**config.mk**
```make
export PLATFORM = sky130hd
export DESIGN_NAME = spi_xfer_sequencer
export DESIGN_NICKNAME = d
export VERILOG_FILES = /design/src/rtl/spi_xfer_sequencer.sv
export SDC_FILE = /design/constraint.sdc
export NUM_CORES = 1
export LEC_CHECK = 0
export ABC_AREA = 1
export CAP_MARGIN = 5
export CORE_UTILIZATION = 25
export DETAILED_ROUTE_END_ITERATION = 6
export HOLD_SLACK_MARGIN = 0.06
export SLEW_MARGIN = 10
export SYNTH_ARGS = -nofsm -noshare
export SYNTH_HDL_FRONTEND = slang
export SYNTH_SLANG_ARGS = --single-unit
```
**constraint.sdc**
```tcl
create_clock -name clk -period 2.3 [get_ports clk]
set_input_delay 0.46 -clock clk [delete_from_list [all_inputs] [get_ports clk]]
set_output_delay 0.46 -clock clk [all_outputs]
set_load 0.01 [all_outputs]
```
**src/rtl/spi_xfer_sequencer.sv**
```systemverilog
// spi_xfer_sequencer: round-robin two-client byte-burst sequencer for the SPI_TOP master pins.
// Latency: req sampled -> gnt +1 cycle, tx_pop/SS low/SPE +2; SPIF rise sampled -> rx_valid next cycle.
// Backpressure: clients hold req level; a granted burst always runs its full byte count (watchdog abort with SPI_SEQ_TIMEOUT_EN).
module spi_xfer_sequencer #(
  parameter int unsigned TIMEOUT_CYCLES = 1024
) (
  input  logic        clk,
  input  logic        rst,
  input  logic [1:0]  req,
  input  logic [3:0]  len0,
  input  logic [3:0]  len1,
  input  logic [10:0] cfg0,
  input  logic [10:0] cfg1,
  input  logic [7:0]  tx0,
  input  logic [7:0]  tx1,
  output logic [1:0]  gnt,
  output logic [1:0]  tx_pop,
  output logic [7:0]  rx_data,
  output logic [1:0]  rx_valid,
  output logic [1:0]  done,
  output logic [1:0]  err,
  output logic        busy,
  output logic [7:0]  spcr_out,
  output logic [7:0]  spibr_out,
  output logic        lsbfe_out,
  output logic [7:0]  spdr_out,
  output logic        ss_master_out,
  input  logic        spif_in,
  input  logic [7:0]  spdr_in
);

  typedef enum logic [2:0] {
    IDLE  = 3'd0,
    GRANT = 3'd1,
    LOAD  = 3'd2,
    XFER  = 3'd3,
    DONE  = 3'd4
  } state_t;

  state_t      state;
  logic        owner;       // requester that owns the current burst
  logic        last_owner;  // round-robin pointer: requester granted last
  logic        pick;
  logic        spe;
  logic        cpol;
  logic        cpha;
  logic        spif_q;
  logic        spif_rise;
  logic [4:0]  remaining;
  logic [1:0]  owner_oh;
  logic [3:0]  owner_len;
  logic [10:0] owner_cfg;
  logic [7:0]  owner_tx;

  assign owner_oh  = owner ? 2'b10 : 2'b01;
  assign owner_len = owner ? len1 : len0;
  assign owner_cfg = owner ? cfg1 : cfg0;
  assign owner_tx  = owner ? tx1  : tx0;
  assign spif_rise = spif_in & ~spif_q;

  // SPCR image: SPE, MSTR fixed at 1, CPOL, CPHA; all other bits zero.
  assign spcr_out = {1'b0, spe, 1'b0, 1'b1, cpol, cpha, 2'b00};

`ifdef SPI_SEQ_TIMEOUT_EN
  localparam int unsigned WD_W = (TIMEOUT_CYCLES < 2) ? 1 : $clog2(TIMEOUT_CYCLES);
  logic [WD_W-1:0] wd_cnt;
  logic            timed_out;
  logic [1:0]      err_q;
  logic            wd_expire;

  // Last XFER cycle of the watchdog window.
  assign wd_expire = (wd_cnt == WD_W'(TIMEOUT_CYCLES - 1));
  assign err       = err_q;
`else
  // Watchdog limit only matters in the timeout build.
  logic unused_timeout;
  assign unused_timeout = (TIMEOUT_CYCLES == 0);
  assign err            = 2'b00;
`endif

  // Winner selection: on contention the requester not granted last wins.
  always_comb begin
    pick = 1'b0;
    if (req == 2'b11) begin
      pick = ~last_owner;
    end else if (req[1]) begin
      pick = 1'b1;
    end
  end

  // Sequencer FSM; every output is a register updated on the edge leaving a state.
  always_ff @(posedge clk or negedge rst) begin
    if (!rst) begin
      state         <= IDLE;
      owner         <= 1'b0;
      last_owner    <= 1'b1;
      remaining     <= 5'd0;
      spe           <= 1'b0;
      cpol          <= 1'b0;
      cpha          <= 1'b0;
      spif_q        <= 1'b0;
      gnt           <= 2'b00;
      tx_pop        <= 2'b00;
      rx_valid      <= 2'b00;
      done          <= 2'b00;
      rx_data       <= 8'h00;
      busy          <= 1'b0;
      spibr_out     <= 8'h00;
      lsbfe_out     <= 1'b0;
      spdr_out      <= 8'h00;
      ss_master_out <= 1'b1;
`ifdef SPI_SEQ_TIMEOUT_EN
      wd_cnt        <= '0;
      timed_out     <= 1'b0;
      err_q         <= 2'b00;
`endif
    end else begin
      spif_q   <= spif_in;
      gnt      <= 2'b00;
      tx_pop   <= 2'b00;
      rx_valid <= 2'b00;
      done     <= 2'b00;
`ifdef SPI_SEQ_TIMEOUT_EN
      err_q    <= 2'b00;
`endif
      case (state)
        IDLE: begin
          if (|req) begin
            owner <= pick;
            busy  <= 1'b1;
            state <= GRANT;
          end
        end
        GRANT: begin
          gnt       <= owner_oh;
          remaining <= (owner_len == 4'd0) ? 5'd16 : {1'b0, owner_len};
          lsbfe_out <= owner_cfg[10];
          cpol      <= owner_cfg[9];
          cpha      <= owner_cfg[8];
          spibr_out <= owner_cfg[7:0];
          state     <= LOAD;
        end
        LOAD: begin
          spdr_out      <= owner_tx;
          tx_pop        <= owner_oh;
          ss_master_out <= 1'b0;
          spe           <= 1'b1;
`ifdef SPI_SEQ_TIMEOUT_EN
          wd_cnt        <= '0;
`endif
          state         <= XFER;
        end
        XFER: begin
          if (spif_rise) begin
            rx_data   <= spdr_in;
            rx_valid  <= owner_oh;
            remaining <= remaining - 5'd1;
            state     <= (remaining != 5'd1) ? LOAD : DONE;
`ifdef SPI_SEQ_TIMEOUT_EN
          end else if (wd_expire) begin
            spe           <= 1'b0;
            ss_master_out <= 1'b1;
            timed_out     <= 1'b1;
            state         <= DONE;
          end else begin
            wd_cnt <= wd_cnt + 1'b1;
`endif
          end
        end
        DONE: begin
          spe           <= 1'b0;
          ss_master_out <= 1'b1;
          done          <= owner_oh;
          last_owner    <= owner;
          busy          <= 1'b0;
`ifdef SPI_SEQ_TIMEOUT_EN
          err_q         <= timed_out ? owner_oh : 2'b00;
          timed_out     <= 1'b0;
`endif
          state         <= IDLE;
        end
        default: state <= IDLE;
      endcase
    end
  end

endmodule

```
==> results.sh, run 1 <==
export IMPL_synthSimpleGateAreaFrac_pct=32.7
export IMPL_core_region_area_um2=8680
export IMPL_start_kind="register"
export IMPL_clock_skew_ns=0.00970
export IMPL_port_buffers=96
export IMPL_setup_tns_ns=0
export IMPL_initial_core_util_pct=25.7
export IMPL_r2r_setup_slack_ns=0.69
export IMPL_n_antenna_cell=0
export IMPL_cpPeakStageDelay_ns=0.54
export IMPL_dp_cells=458
export IMPL_grt_usage_pct=13.0
export IMPL_insertion_delay_ns=0.30
export IMPL_crit_buf_inv=1
export IMPL_num_vias=1963
export IMPL_drtIter0Drc=106
export IMPL_post_cts_buffers=0
export IMPL_synth_xor_area_share_pct=0.393
export IMPL_grt_antenna_before_repair=0
export IMPL_die_y_um=96.4
export IMPL_avgRoutedWirePerCell_um=12.2
export IMPL_worstPathCellList="clkdlybuf4s50_1"
export IMPL_postSynthCellCount=264
export IMPL_ys_ff_latch=49
export IMPL_ys_types=24
export IMPL_synthMuxAreaShare_pct=0
export IMPL_fmax_mhz=545
export IMPL_routed_wl_um=5670
export IMPL_dp_hpwl_um=4090
export IMPL_h_tree_depth=2
export IMPL_cts_buffer_depth=2
export IMPL_avgSynthCellArea_um2=8.45
export IMPL_hold_viol_final=0
export IMPL_cts_tree="yes"
export IMPL_drive_above_1_share_pct=6.70
export IMPL_grt_pass1_wl_um=9190
export IMPL_synth_fa_ha_area_share_pct=1.12
export IMPL_rr_endpoint="spdr_out[6]"
export IMPL_synth_compound_area_share_pct=2.81
export IMPL_gp_congestion=0.808
export IMPL_die_area_um2=9300
export IMPL_fin_crit_ns=1.84
export IMPL_stdcell_area_um2=3320
export IMPL_rr_worst_depth=5
export IMPL_crit_family="flip-flops"
export IMPL_period_share_pct=79.8
export IMPL_worstMarginPinSlew_ns=0.613
export IMPL_areaGrowthSynthToFinish_pct=49.1
export IMPL_clk_pin_slew_worst_paths_ns=0.09
export IMPL_maxCapViolCount=0
export IMPL_cts_resized_gates=0
export IMPL_synth_top_family_by_area="simple AND/OR/NAND/NOR gates"
export IMPL_numCtsBuffers=5
export IMPL_cts_sinks=49
export IMPL_critPathRequiredTime_ns=1.84
export IMPL_syn_area_um2=2230
export IMPL_pre_cts_ws_ns=0.572
export IMPL_cellPowerDensity_nw_per_um2=1150
export IMPL_place_area_um2=3230
export IMPL_cp_max_fo=2
export IMPL_fin_ws_ns=0.464
export IMPL_r2r_start="state[2]"
export IMPL_slew_viol_final=0
export IMPL_leakage_nw=1.53
export IMPL_stdcell_count=466
export IMPL_drcViolationCount=0
export IMPL_die_x_um=96.4
export IMPL_antenna_left=0
export IMPL_yosys_warnings=0
export IMPL_viasPerCell=4.21
export IMPL_critPathKind="reg2out"
export IMPL_first_global_vias=1879
export IMPL_overflow=0
export IMPL_setup_viol=0
export IMPL_utilization_pct=38.3
export IMPL_row_count=34
export IMPL_cts_root_buf="clkbuf_8"
export IMPL_arrival_ns=1.38
export IMPL_status="completed"
export IMPL_rsz0062_at_grt="no"
export IMPL_hold_path_class="in2async"
export IMPL_grt_max_degree=50
export IMPL_ctsHoldBuffers=0
export IMPL_cp_slowest_cell="dfstp_2"
export IMPL_yosysSeqAreaShare_pct=55.1
export IMPL_vdd_drop_max_v=0.000410
export IMPL_io_pins=104
export IMPL_fin_nets=418
export IMPL_slew_headroom_pct=59.1
export IMPL_cp_end_kind="output port"
export IMPL_first_pass_iters=4
[power by group]
group          leakage (nW)  total [W]  internal, W  switching (W)
Clock                0.0512   0.000532     0.000244       0.000288
Combinational         0.878    0.00183     0.000876       0.000955
Sequential            0.604    0.00145      0.00121       0.000238
Total                  1.53    0.00382      0.00234        0.00148
[worst max path at each step]
| stage | cells past startpoint | from | slack, ns | end |
|---|---|---|---|---|
| 2_1_floorplan | 6 | state[1] | 1.15 | cpha |
| 3_3_place_gp | 7 | spif_in | 0.60 | remaining[3] |
| 3_5_place_dp | 7 | spif_in | 0.57 | remaining[1] |
| 4_1_cts | 1 | ss_master_out | 0.45 | ss_master_out |
| 5_1_grt | 1 | ss_master_out | 0.43 | ss_master_out |
| 6_report | 1 | ss_master_out | 0.46 | ss_master_out |
[synth_stat cells]
cell type | count | area (um2)
xnor2_1 | 1 | 8.76
nor3_1 | 2 | 10.0
buf_2 | 2 | 10.0
dfstp_2 | 2 | 52.6
inv_1 | 10 | 37.5
o21ai_0 | 9 | 45.0
nand2_4 | 2 | 22.5
a21o_1 | 1 | 7.51
conb_1 | 2 | 7.51
nand2_1 | 115 | 432
buf_6 | 1 | 11.3
inv_2 | 3 | 11.3
nand4_1 | 2 | 12.5
nor3_2 | 1 | 10.0
o21ai_1 | 1 | 5.00
nand3_1 | 29 | 145
dfrtp_1 | 47 | 1180
nor2_2 | 2 | 12.5
nor2_1 | 12 | 45.0
buf_4 | 13 | 97.6
nor2_4 | 3 | 33.8
a21oi_1 | 1 | 5.00
ha_1 | 2 | 25.0
nand2_2 | 1 | 6.26
[cells by family (layout without fill, tap and decap cells)]
family,count (synthesis),after routing
compound gates,12,12
fa+ha+maj,2,2
other cells,2,7
xor+xnor,1,1
simple gates,169,169
flops,49,49
buf+inv,29,118
[sequential cells by signal, indices dropped and copies added (netlist names)]
signal         flops
gnt                2
owner              1
cpha               1
spibr_out          8
cpol               1
ss_master_out      1
spif_q             1
state              3
rx_valid           2
lsbfe_out          1
tx_pop             2
busy               1
spe                1
last_owner         1
rx_data            8
remaining          5
spdr_out           8
done               2
[layout make-up]
type                    count  area (um2)
fillers                   898        5350
well taps                 108         135
inverters                  13        48.8
multi-input cells         191         852
clock buffers               6        82.6
flip-flops and latches     49        1230
clock inverters             2        13.8
repair buffers             97         963
[cells in the final DEF (no fill, tap or decap), drive strengths merged]
master,n
conb,7
dfstp,2
nand3,29
clkinv,2
clkdlybuf4s50,95
nand4,2
a21o,1
ha,2
nor3,3
inv,13
o21ai,10
nand2,118
xnor2,1
nor2,17
a21oi,1
clkbuf,6
buf,2
dfrtp,47
[metal layers]
metal	GRT usage [%]	vias to the layer above	share of wire, %
li1	-	993	-
met1	17.8	888	47
met2	19.7	70	44
met3	3.13	12	6.4
met4	4.90	0	2.3
met5	0	-	0
[per-stage QoR]
step           power [W]  hold WS (ns)
6_report         0.00382         0.244
5_1_grt          0.00415         0.292
4_1_cts          0.00387         0.271
3_5_place_dp     0.00331         0.456
3_3_place_gp     0.00329         0.453
2_1_floorplan    0.00247         0.164
(Power assumes the default switching activity.)
==> run 2, diff against run 1 <==
==> constraint.sdc (replaced) <==
create_clock -name clk -period 1.9 [get_ports clk]
set_input_delay 0.38 -clock clk [delete_from_list [all_inputs] [get_ports clk]]
set_output_delay 0.38 -clock clk [all_outputs]
set_load 0.01 [all_outputs]
==> run 2 against run 1 <==
Effect of this change: utilization up 0.65 points; sequential power up 19%; setup slack worse by 0.32 ns; register-to-register slack worse by 0.26 ns; critical path depth unchanged; routed wire length up 0.58%; clock skew up 0.0059 ns; first-iteration DRC count down 16%.
==> results.sh, run 2 (synthesized netlist as in run 1, its figures left out) <==
export IMPL_first_global_vias=1932
export IMPL_avgRoutedWirePerCell_um=12.1
export IMPL_fmax_mhz=569
export IMPL_crit_buf_inv=1
export IMPL_num_vias=1983
export IMPL_antenna_left=0
export IMPL_clock_skew_ns=0.0156
export IMPL_met1Wirelength_um=2750
export IMPL_viasPerCell=4.21
export IMPL_met2_length_um=2570
export IMPL_fin_crit_ns=1.76
export IMPL_cts_buffer_depth=2
export IMPL_rr_worst_depth=5
export IMPL_period_share_pct=92.5
export IMPL_setup_tns_ns=0
export IMPL_port_buffers=96
export IMPL_grt_pass1_wl_um=9300
export IMPL_hold_viol_final=0
export IMPL_fin_ws_ns=0.142
export IMPL_cp_slowest_cell="dfstp_2"
export IMPL_first_pass_iters=4
export IMPL_slew_headroom_pct=66.5
export IMPL_grt_antenna_before_repair=0
export IMPL_overflow=0
export IMPL_cp_num_cells=1
export IMPL_vdd_drop_max_v=0.000596
export IMPL_worstPathCellList="clkdlybuf4s50_1"
export IMPL_drcViolationCount=0
export IMPL_cts_root_buf="clkbuf_8"
export IMPL_crit_family="flip-flops"
export IMPL_drtIter0Drc=89
export IMPL_initial_core_util_pct=25.7
export IMPL_routed_wl_um=5710
export IMPL_maxCapViolCount=0
export IMPL_dp_hpwl_um=4310
export IMPL_layout_common_cells="nand2_1 (115), clkdlybuf4s50_1 (95), dfrtp_1 (47)"
export IMPL_slew_viol_final=0
export IMPL_drive_above_1_share_pct=7.71
export IMPL_worstMarginPinSlew_ns=0.503
export IMPL_die_area_um2=9300
export IMPL_hold_path_class="reg2reg"
export IMPL_status="completed"
export IMPL_die_x_um=96.4
export IMPL_pre_cts_ws_ns=0.266
export IMPL_final_common_cell="nand2_1"
export IMPL_top_regs="rx_data (8), spdr_out (8), spibr_out (8)"
export IMPL_clk_pin_slew_worst_paths_ns=0.10
export IMPL_start_kind="register"
export IMPL_numCtsBuffers=5
export IMPL_cellPowerDensity_nw_per_um2=1410
export IMPL_cp_end_kind="output port"
export IMPL_critPathKind="reg2out"
export IMPL_top_layer_used="met4"
export IMPL_h_tree_depth=2
export IMPL_dr_wl_met3_um=321
export IMPL_areaGrowthSynthToFinish_pct=51.6
export IMPL_leakage_nw=1.56
export IMPL_cts_sinks=49
export IMPL_cts_tree="yes"
export IMPL_die_y_um=96.4
export IMPL_fin_nets=423
export IMPL_hold_path_cell_count=2
export IMPL_io_pins=104
export IMPL_finalPower_w=0.00478
export IMPL_n_antenna_cell=0
export IMPL_setup_viol=0
export IMPL_cp_max_fo=2
export IMPL_arrival_ns=1.38
export IMPL_gp_congestion=0.787
export IMPL_core_region_area_um2=8680
export IMPL_row_count=34
export IMPL_grt_max_degree=24
export IMPL_insertion_delay_ns=0.30
export IMPL_rsz0062_at_grt="no"
export IMPL_grt_usage_pct=13.1
export IMPL_critPathRequiredTime_ns=1.52
export IMPL_cpPeakStageDelay_ns=0.54
export IMPL_cts_resized_gates=0
==> run 2: cell count changes in the layout (fill, tap and decap cells not counted), sizes merged <==
cell         change
buf              +4
bufinv           +1
clkbuf           -1
clkinv           -1
dlygate4sd3      +1
inv              +1
==> run 2: timing repair <==
action	4_1_cts	5_1_grt
hold buffers	1	0
hold endpoints to repair	19	0
buffers inserted	0	0
==> run 2: per-layer routing <==
layer	global-route usage (%)	vias up
met4	4.04	0
met5	0	-
met3	2.90	7
li1	-	1005
met2	19.7	60
met1	18.8	911
==> run 2: final timing paths <==
| kind | from | endpoint | slack (ns) |
|---|---|---|---|
| setup / recovery | ss_master_out | ss_master_out | 0.14 |
| hold reg to reg | ss_master_out | ss_master_out | 0.47 |
| setup reg to reg | state[1] | spibr_out[0] | 0.43 |
| hold / removal | ss_master_out | ss_master_out | 0.47 |
| max in group asynchronous | rst | spibr_out[5] | 0.71 |
| min in group asynchronous | rst | spe | 0.57 |
==> run 2: where the power goes <==
part | switching, W | internal (W)
clock network | 0.000353 | 0.000395
registers | 0.000261 | 0.00147
logic | 0.00120 | 0.00111
==> run 2: worst register-to-register path, stage by stage (launching register included) <==
cell and delay [ns]:
dfrtp_1 0.46, nor3_2 0.22, inv_2 0.19, nor2_4 0.33, nand2_1 0.11, nand3_1 0.10
==> run 2: layout make-up <==
class	count	area [um2]
fill	904	5300
sequential	49	1230
timing repair buffer	102	1000
multi-input combinational	191	852
tap	108	135
clock buffer	5	68.8
inverter	13	48.8
clock inverter	3	43.8
==> run 2: through the flow <==
stage,std cells,hold WS (ns),util (%),instance area [um2]
after CTS,471,0.471,39.0,3380
after global routing,471,0.504,39.0,3380
final,471,0.467,39.0,3380
after detailed placement,462,0.376,37.5,3260
after floorplan,269,0.0844,-,2250
after global placement,462,0.382,37.5,3260
